## src/rtl/io_port_ctrl.sv

```systemverilog
// io_port_ctrl: memory-mapped I/O window for the p18240 board build.
// It decodes eight registers at BASE..BASE+7. These drive the display
// digits and the green LEDs, return switch and pushbutton state, and
// expose a polled, prescaled down-counter timer.
module io_port_ctrl #(
    parameter int unsigned PRESCALE = 1000,
    parameter logic [15:0] BASE     = 16'hFF00
) (
    input  logic        clock,
    input  logic        reset_L,
    input  logic [15:0] address,
    input  logic        re_L,
    input  logic        we_L,
    input  logic [15:0] dataIn,
    output logic [15:0] dataOut,
    output logic        dataOutEn,
    input  logic [17:0] SW,
    input  logic [1:0]  KEY_L,
    output logic [15:0] disp1,
    output logic [15:0] disp0,
    output logic [8:0]  ledg
);

    localparam logic [15:0] PS_LAST = 16'(PRESCALE - 1);

    localparam logic [2:0] R_DISP0  = 3'd0;
    localparam logic [2:0] R_DISP1  = 3'd1;
    localparam logic [2:0] R_LEDG   = 3'd2;
    localparam logic [2:0] R_SWLO   = 3'd3;
    localparam logic [2:0] R_KEYST  = 3'd4;
    localparam logic [2:0] R_TLOAD  = 3'd5;
    localparam logic [2:0] R_TCOUNT = 3'd6;
    localparam logic [2:0] R_TCTRL  = 3'd7;

    logic        hit;
    logic [2:0]  idx;
    logic        wr_hit;

    logic [15:0] disp0_r;
    logic [15:0] disp1_r;
    logic [8:0]  ledg_r;

    // Two synchronizer stages plus one history flop for the edge detect.
    // All idle high, so reset never looks like a press.
    logic [1:0]  key_s1;
    logic [1:0]  key_s2;
    logic [1:0]  key_s3;
    logic [1:0]  press;
    logic [1:0]  flags;
    logic [1:0]  flags_nx;

    logic [15:0] tload;
    logic [15:0] tcount;
    logic [15:0] tcount_nx;
    logic [15:0] presc;
    logic        t_en;
    logic        t_auto;
    logic        t_exp;
    logic        en_nx;
    logic        auto_nx;
    logic        exp_nx;
    logic        tick;
    logic        expire;

    logic [15:0] rdata;

    assign hit    = (address[15:3] == BASE[15:3]);
    assign idx    = address[2:0];
    assign wr_hit = hit && !we_L;

    assign press  = key_s3 & ~key_s2;
    assign tick   = t_en && (presc == PS_LAST);
    assign expire = tick && (tcount <= 16'd1);

    assign disp0 = disp0_r;
    assign disp1 = disp1_r;
    assign ledg  = ledg_r;

    // Plain output registers: display digits and green LEDs.
    always_ff @(posedge clock or negedge reset_L) begin
        if (!reset_L) begin
            disp0_r <= '0;
            disp1_r <= '0;
            ledg_r  <= '0;
        end else if (wr_hit) begin
            case (idx)
                R_DISP0: disp0_r <= dataIn;
                R_DISP1: disp1_r <= dataIn;
                R_LEDG:  ledg_r  <= dataIn[8:0];
                default: ;
            endcase
        end
    end

    // Pushbutton synchronizers and edge history.
    always_ff @(posedge clock or negedge reset_L) begin
        if (!reset_L) begin
            key_s1 <= 2'b11;
            key_s2 <= 2'b11;
            key_s3 <= 2'b11;
        end else begin
            key_s1 <= KEY_L;
            key_s2 <= key_s1;
            key_s3 <= key_s2;
        end
    end

    // Press flags: W1C first, then a new press sets the flag, so a press wins.
    always_comb begin
        flags_nx = flags;
        if (wr_hit && idx == R_KEYST)
            flags_nx = flags_nx & ~dataIn[5:4];
        flags_nx = flags_nx | press;
    end

    // Press flag register.
    always_ff @(posedge clock or negedge reset_L) begin
        if (!reset_L) flags <= '0;
        else          flags <= flags_nx;
    end

    // Timer next state. Tick effects are applied first so that a TCTRL write
    // in the same cycle overrides the one-shot en clear. Expiry is applied
    // last so that it wins over a W1C.
    always_comb begin
        tcount_nx = tcount;
        en_nx     = t_en;
        auto_nx   = t_auto;
        exp_nx    = t_exp;
        if (tick) begin
            if (tcount <= 16'd1) begin
                tcount_nx = t_auto ? tload : 16'd0;
                if (!t_auto) en_nx = 1'b0;
            end else begin
                tcount_nx = tcount - 16'd1;
            end
        end
        if (wr_hit && idx == R_TCTRL) begin
            en_nx   = dataIn[0];
            auto_nx = dataIn[1];
            if (dataIn[0] && !t_en) tcount_nx = tload;
            if (dataIn[15]) exp_nx = 1'b0;
        end
        if (expire) exp_nx = 1'b1;
    end

    // Timer state, reload register and prescaler. The prescaler sits at 0
    // whenever the timer is disabled, so a fresh enable always starts a full
    // prescale period.
    always_ff @(posedge clock or negedge reset_L) begin
        if (!reset_L) begin
            tload  <= '0;
            tcount <= '0;
            presc  <= '0;
            t_en   <= 1'b0;
            t_auto <= 1'b0;
            t_exp  <= 1'b0;
        end else begin
            if (wr_hit && idx == R_TLOAD) tload <= dataIn;
            tcount <= tcount_nx;
            t_en   <= en_nx;
            t_auto <= auto_nx;
            t_exp  <= exp_nx;
            if (!t_en || tick) presc <= '0;
            else               presc <= presc + 16'd1;
        end
    end

    // Read mux: combinational and free of side effects.
    always_comb begin
        rdata = '0;
        case (idx)
            R_DISP0:  rdata = disp0_r;
            R_DISP1:  rdata = disp1_r;
            R_LEDG:   rdata = {7'b0, ledg_r};
            R_SWLO:   rdata = SW[15:0];
            R_KEYST:  rdata = {6'b0, ~key_s2, 2'b0, flags, 2'b0, SW[17:16]};
            R_TLOAD:  rdata = tload;
            R_TCOUNT: rdata = tcount;
            R_TCTRL:  rdata = {t_exp, 13'b0, t_auto, t_en};
            default:  rdata = '0;
        endcase
    end

    assign dataOutEn = hit && !re_L;
    assign dataOut   = dataOutEn ? rdata : 16'h0000;

endmodule

```

## config.mk

```make
export PLATFORM = sky130hd
export DESIGN_NAME = io_port_ctrl
export DESIGN_NICKNAME = d
export VERILOG_FILES = /design/src/rtl/io_port_ctrl.sv
export SDC_FILE = /design/constraint.sdc
export NUM_CORES = 1
export LEC_CHECK = 0
export CAP_MARGIN = 20
export CORE_MARGIN = 3
export CORE_UTILIZATION = 45
export CTS_CLUSTER_SIZE = 20
export DETAILED_ROUTE_END_ITERATION = 8
export PLACE_DENSITY = 0.78
export SLEW_MARGIN = 25
export SYNTH_ARGS = -nofsm -noshare
export SYNTH_HDL_FRONTEND = slang
export SYNTH_SLANG_ARGS = --single-unit
```

## constraint.sdc

```tcl
create_clock -name clock -period 4.6 [get_ports clock]
set_input_delay 1.38 -clock clock [delete_from_list [all_inputs] [get_ports clock]]
set_output_delay 1.38 -clock clock [all_outputs]
set_load 0.02 [all_outputs]
```

# Word-level counts from Yosys, hierarchy flattened
# Cells that the tools add are included.
op_classes:
  addsub: 2
  mul: 0
  div: 0
  magnitude_cmp: 1
  eq_ne: 10
  n_shift: 0
  muxes: 16
  n_bitwise: 5
  n_reduce_logical: 22
ops:
  columns: ["op", "n"]
  rows:
  - ["$pmux W16 S8", 1]
  - ["$mux W16", 7]
  - ["$add A16 B1 Y16 const B", 1]
  - ["$eq A16 B10 Y1 const B", 1]
  - ["$le A16 B1 Y1 const B", 1]
  - ["$sub A16 B1 Y16 const B", 1]
  - ["$eq A13 B13 Y1 const B", 1]
  - ["$eq A3 B3 Y1 const B", 4]
  - ["$logic_and A1 B1 Y1", 8]
  - ["$reduce_and A2 Y1", 4]
  - ["$reduce_bool A2 Y1", 4]
  - ["$mux W1", 7]
  - ["$eq A3 B2 Y1 const B", 2]
  - ["$and A2 B2 Y2", 2]
  - ["$not A2 Y2", 2]
  - ["$eq A3 B1 Y1 const B", 1]
  - ["$logic_not A1 Y1", 3]
  - ["$logic_not A3 Y1", 1]
  - ["$reduce_and A3 Y1", 1]
  - ["$mux W2", 1]
  - ["$ne A2 B1 Y1 const B", 1]
  - ["$or A2 B2 Y2", 1]
  - ["$logic_or A1 B1 Y1", 1]
word_totals:
  reg_bits: 100
  latch_bits: 0
  ram_bits: 0
  rom_bits: 0
  in_bits: 56
  output_inout_bits: 58
  wordCells: 69
  mem_count: 0

# Logic depth before layout (Yosys ltp)
logic_depth:
  word_depth: 5
  depth_mapped: 9

# Least setup slack after synthesis
# No wires, ideal clock.
synth_path:
  kind: "input to output"
  from: "in address[0]"
  to: "out dataOut[5]"
  arrival_time_ps: 3117
  setup_slack_ps: 103
  path_stages: 7
  n_path_buf: 3
  path_cell_list: "clkbuf_1 clkbuf_1 clkbuf_1 nand3_1 a21oi_1 o22ai_1 a21oi_1"
synth_via:
  elab_chain_len: 3
synth_lines:
  columns: ["element", "line", "source"]
  rows:
  - ["from (decl)", "11", "input logic [15:0] address,"]
  - ["$eq A3 B3 Y1 (tied with other cells)", "172", "case (idx)"]
  - ["$pmux W16 S8 (*)", "172", null]
  - ["$mux W16 (*)", "186", "assign dataOut = dataOutEn ? rdata : 16'h0000;"]
  - ["to (decl)", "15", "output logic [15:0] dataOut,"]
# Mark *: on every way between the ends. The rest lies on a longest branch, timed or not.

# Worst setup path in the final report
layout_path:
  from: "in address[1]"
  to: "out dataOut[3]"
# The elaborated chain is that of the path after synthesis.

==> impl_metrics.env <==
export IMPL_status="finished, final reports clean"
export IMPL_synth_area_leaders="dfrtp_1, mux2_2, nor2_1"
export IMPL_vias=5008
export IMPL_grt_max_degree=86
export IMPL_die_w_um=115
export IMPL_syn_area_mm2=0.00536
export IMPL_syn_inst=541
export IMPL_dp_hpwl_um=11600
export IMPL_root_buffer="clkbuf_16"
export IMPL_slew_headroom_pct=32.4
export IMPL_holdPathEnd="key_s2[1]"
export IMPL_synth_avg_cell_area_um2=9.91
export IMPL_path_cells="clkdlybuf4s50_1 > inv_2 > buf_4 > nor2_1 > buf_4 > a221oi_1 > a21oi_1 > a21oi_1 > nor2_1 > buf_2"
export IMPL_die_h_um=115
export IMPL_path_clk_slew_ps=70
export IMPL_clock_skew_final_ps=7.09
export IMPL_portBuffers=113
export IMPL_yosys_area_top_type="dfrtp_1"
export IMPL_drt_initial_drc_count=378
export IMPL_drive_above_1_share_pct=24.0
export IMPL_io_pin_count=114
export IMPL_area_growth_pct=34.9
export IMPL_p_total_uw=1820
export IMPL_maxCapViolCount=0
export IMPL_ys_warn_count=0
export IMPL_p_leak_uw=0.00323
export IMPL_netlist_top_cells_count="dfrtp_1, mux2_2, nor2_1, a21oi_1, o21ai_0"
export IMPL_grt_pass1_vias=4994
export IMPL_synth_top_flop_cell="dfrtp_1"
export IMPL_viasPerCell=6.03
export IMPL_arrival_ps=3150
export IMPL_cts_sinks=100
export IMPL_start_kind="input port"
export IMPL_hold_path_depth=0
export IMPL_synth_compound_area_share_pct=15.2
export IMPL_critPathLaunch="address[1]"
export IMPL_pre_cts_slack_ps=-473
export IMPL_cts_buffer_depth=2
export IMPL_postCtsSetupRepairBufs=0
export IMPL_placed_cell_area_mm2=0.00689
export IMPL_fmaxAchievable_ghz=0.221
export IMPL_async_reset_ff_share_pct=100
export IMPL_track_usage_pct=25.3
export IMPL_antenna_cells=0
export IMPL_path_max_fanout=9
export IMPL_min_delay_start="key_s1[1]"
export IMPL_cts_buffers=9
export IMPL_r2r_setup_slack_ps=1490
export IMPL_synthMuxAreaShare_pct=14.5
export IMPL_rr_startpoint="tcount[4]"
export IMPL_synthSimpleGateAreaFrac_pct=14.7
export IMPL_synth_edff_count=0
export IMPL_critical_path_buf_inv_count=5
export IMPL_peakVddDrop_v=0.000212
export IMPL_hold_slack_ps=355
export IMPL_cts_tree="yes"
export IMPL_ys_ff_latch=100
export IMPL_core_area_mm2=0.0115
export IMPL_syn_nets=600
export IMPL_cpLargestDelayFamily="buffers and inverters"
export IMPL_setup_viol=0
export IMPL_worstSetupPathType="in -> out"
export IMPL_clkLatencyLatePin_ps=350
export IMPL_synth_fa_ha_area_share_pct=0.700
export IMPL_grt_remaining_overflow=0
export IMPL_die_area_mm2=0.0133
export IMPL_r2r_end="tcount[2]"
export IMPL_htreeDepth=3
export IMPL_rsz0062_at_grt="true"
export IMPL_critical_path_slowest_cell="clkdlybuf4s50_1"
export IMPL_hold_class="reg -> reg"
export IMPL_routedWlPerCell_um=19.8
export IMPL_synth_xor_area_share_pct=4.08
export IMPL_dr_pass1_iters=5
export IMPL_powerDensity_mw_per_mm2=252
export IMPL_slew_violations=0
export IMPL_worst_pin_slew_ps=1010
export IMPL_wl_um=16500
export IMPL_worstPathRequired_ps=3220
export IMPL_tns_ps=0
export IMPL_antenna_found_initial=0
export IMPL_end_kind="primary output"
export IMPL_drc_errors=0
export IMPL_worst_slack_ps=70.3
export IMPL_rows=39
export IMPL_drtAntennaViolNets=0
export IMPL_synth_top_family_by_area="compound AO/OA/AOI/OAI gates"
export IMPL_gp_congestion=0.882
export IMPL_final_area_mm2=0.00723
export IMPL_holdBufCountCts=0
export IMPL_min_period_ps=4530
export IMPL_ys_types=44
export IMPL_yosysSeqAreaShare_pct=46.8
export IMPL_synth_most_common_cell="dfrtp_1"
export IMPL_max_stage_delay_ps=480
export IMPL_start_util_pct=46.5
export IMPL_finalCritPeriodShare_pct=98.5
export IMPL_synth_top_cell_area_share_pct=43.9
export IMPL_layout_nets=742
export IMPL_reg2reg_depth=7
export IMPL_hold_viol=0
export IMPL_grt_pass1_wl_um=26000
cells in the final DEF, fill, tap and decap left out, drive strengths merged, types with 3 or more instances in the layout:
cell type	Yosys	final
clkdlybuf4s50	0	91
dfrtp	94	94
a22oi	12	12
a221oi	10	10
nand3	17	17
ha	3	3
a21oi	38	38
clkinv	0	3
o21ai	39	39
nor3	9	9
nor4	11	11
nand4	3	3
mux2i	7	7
xnor2	9	9
a22o	5	5
mux2	63	63
dfstp	6	6
dlymetal6s2s	0	3
or4	9	9
nand2	31	31
nand2b	3	3
o22ai	18	18
nand4b	3	3
nor2	62	62
inv	21	21
clkbuf	24	13
a211oi	6	6
buf	5	63
xor2	16	16
worst reg2reg max path, delay by kind of cell (launching register included):
family	cells	cell delay, ps
buffers and inverters	1	340
and+or+nand+nor	4	1880
DFF	1	450
AOI/OAI and AO/OA	2	330
power by group:
part	switching [µW]	total, µW	internal (µW)
clock network	324	774	451
registers	1.39	886	884
logic	80.2	160	79.5
total	405	1820	1410
registers in the layout, summed over array words and instances, names as in the netlist, 2 cells and up:
| register | cells |
|---|---|
| key_s3 | 2 |
| disp0 | 16 |
| tload | 16 |
| disp1 | 16 |
| key_s2 | 2 |
| tcount | 16 |
| key_s1 | 2 |
| presc | 16 |
| flags | 2 |
| ledg | 9 |
worst max path at each step:
stage | to | slack (ps) | depth (start not counted)
6_report | dataOut[3] | 70 | 10
3_3_place_gp | dataOut[0] | -430 | 8
5_1_grt | dataOut[3] | -40 | 10
4_1_cts | dataOut[3] | -0.9 | 7
3_5_place_dp | dataOut[13] | -470 | 7
2_1_floorplan | dataOut[5] | 100 | 7
kinds of logic (layout without fill, tap and decap cells):
family	after synthesis	in the layout
simple gates	160	160
buf+inv	50	197
mux	70	70
compound gates	133	133
xor+xnor	25	25
flops	100	100
fa+ha+maj	3	3
layout make-up:
| type | instances | area [µm²] |
|---|---|---|
| fillers | 919 | 4290 |
| repair buffers | 160 | 1470 |
| multi-input cells | 391 | 2690 |
| inverters | 21 | 83.8 |
| clock buffers | 12 | 256 |
| flip-flops and latches | 100 | 2510 |
| clock inverters | 4 | 48.8 |
| well taps | 143 | 179 |
stage by stage:
step	cells	utilization (%)
floorplan	541	-
global placement	814	59.8
finish	831	62.8
global route	831	62.8
CTS	830	62.4
detailed placement	814	59.8
routing by layer:
layer / global-route usage [%] / wire [µm] / vias to the layer above
met5: 0 / 0 / -
met4: 9.55 / 344 / 0
met3: 5.26 / 1360 / 30
met2: 41.0 / 8070 / 265
met1: 33.6 / 6710 / 2455
li1: - / - / 2258
what timing repair did:
action / 4_1_cts / 5_1_grt
resized for setup: 71 / 24
cloned: 0 / 1
endpoints found under the setup margin: 17 / 17
pin swaps: 1 / 4
Note: power is estimated with default switching activity, not from simulation.
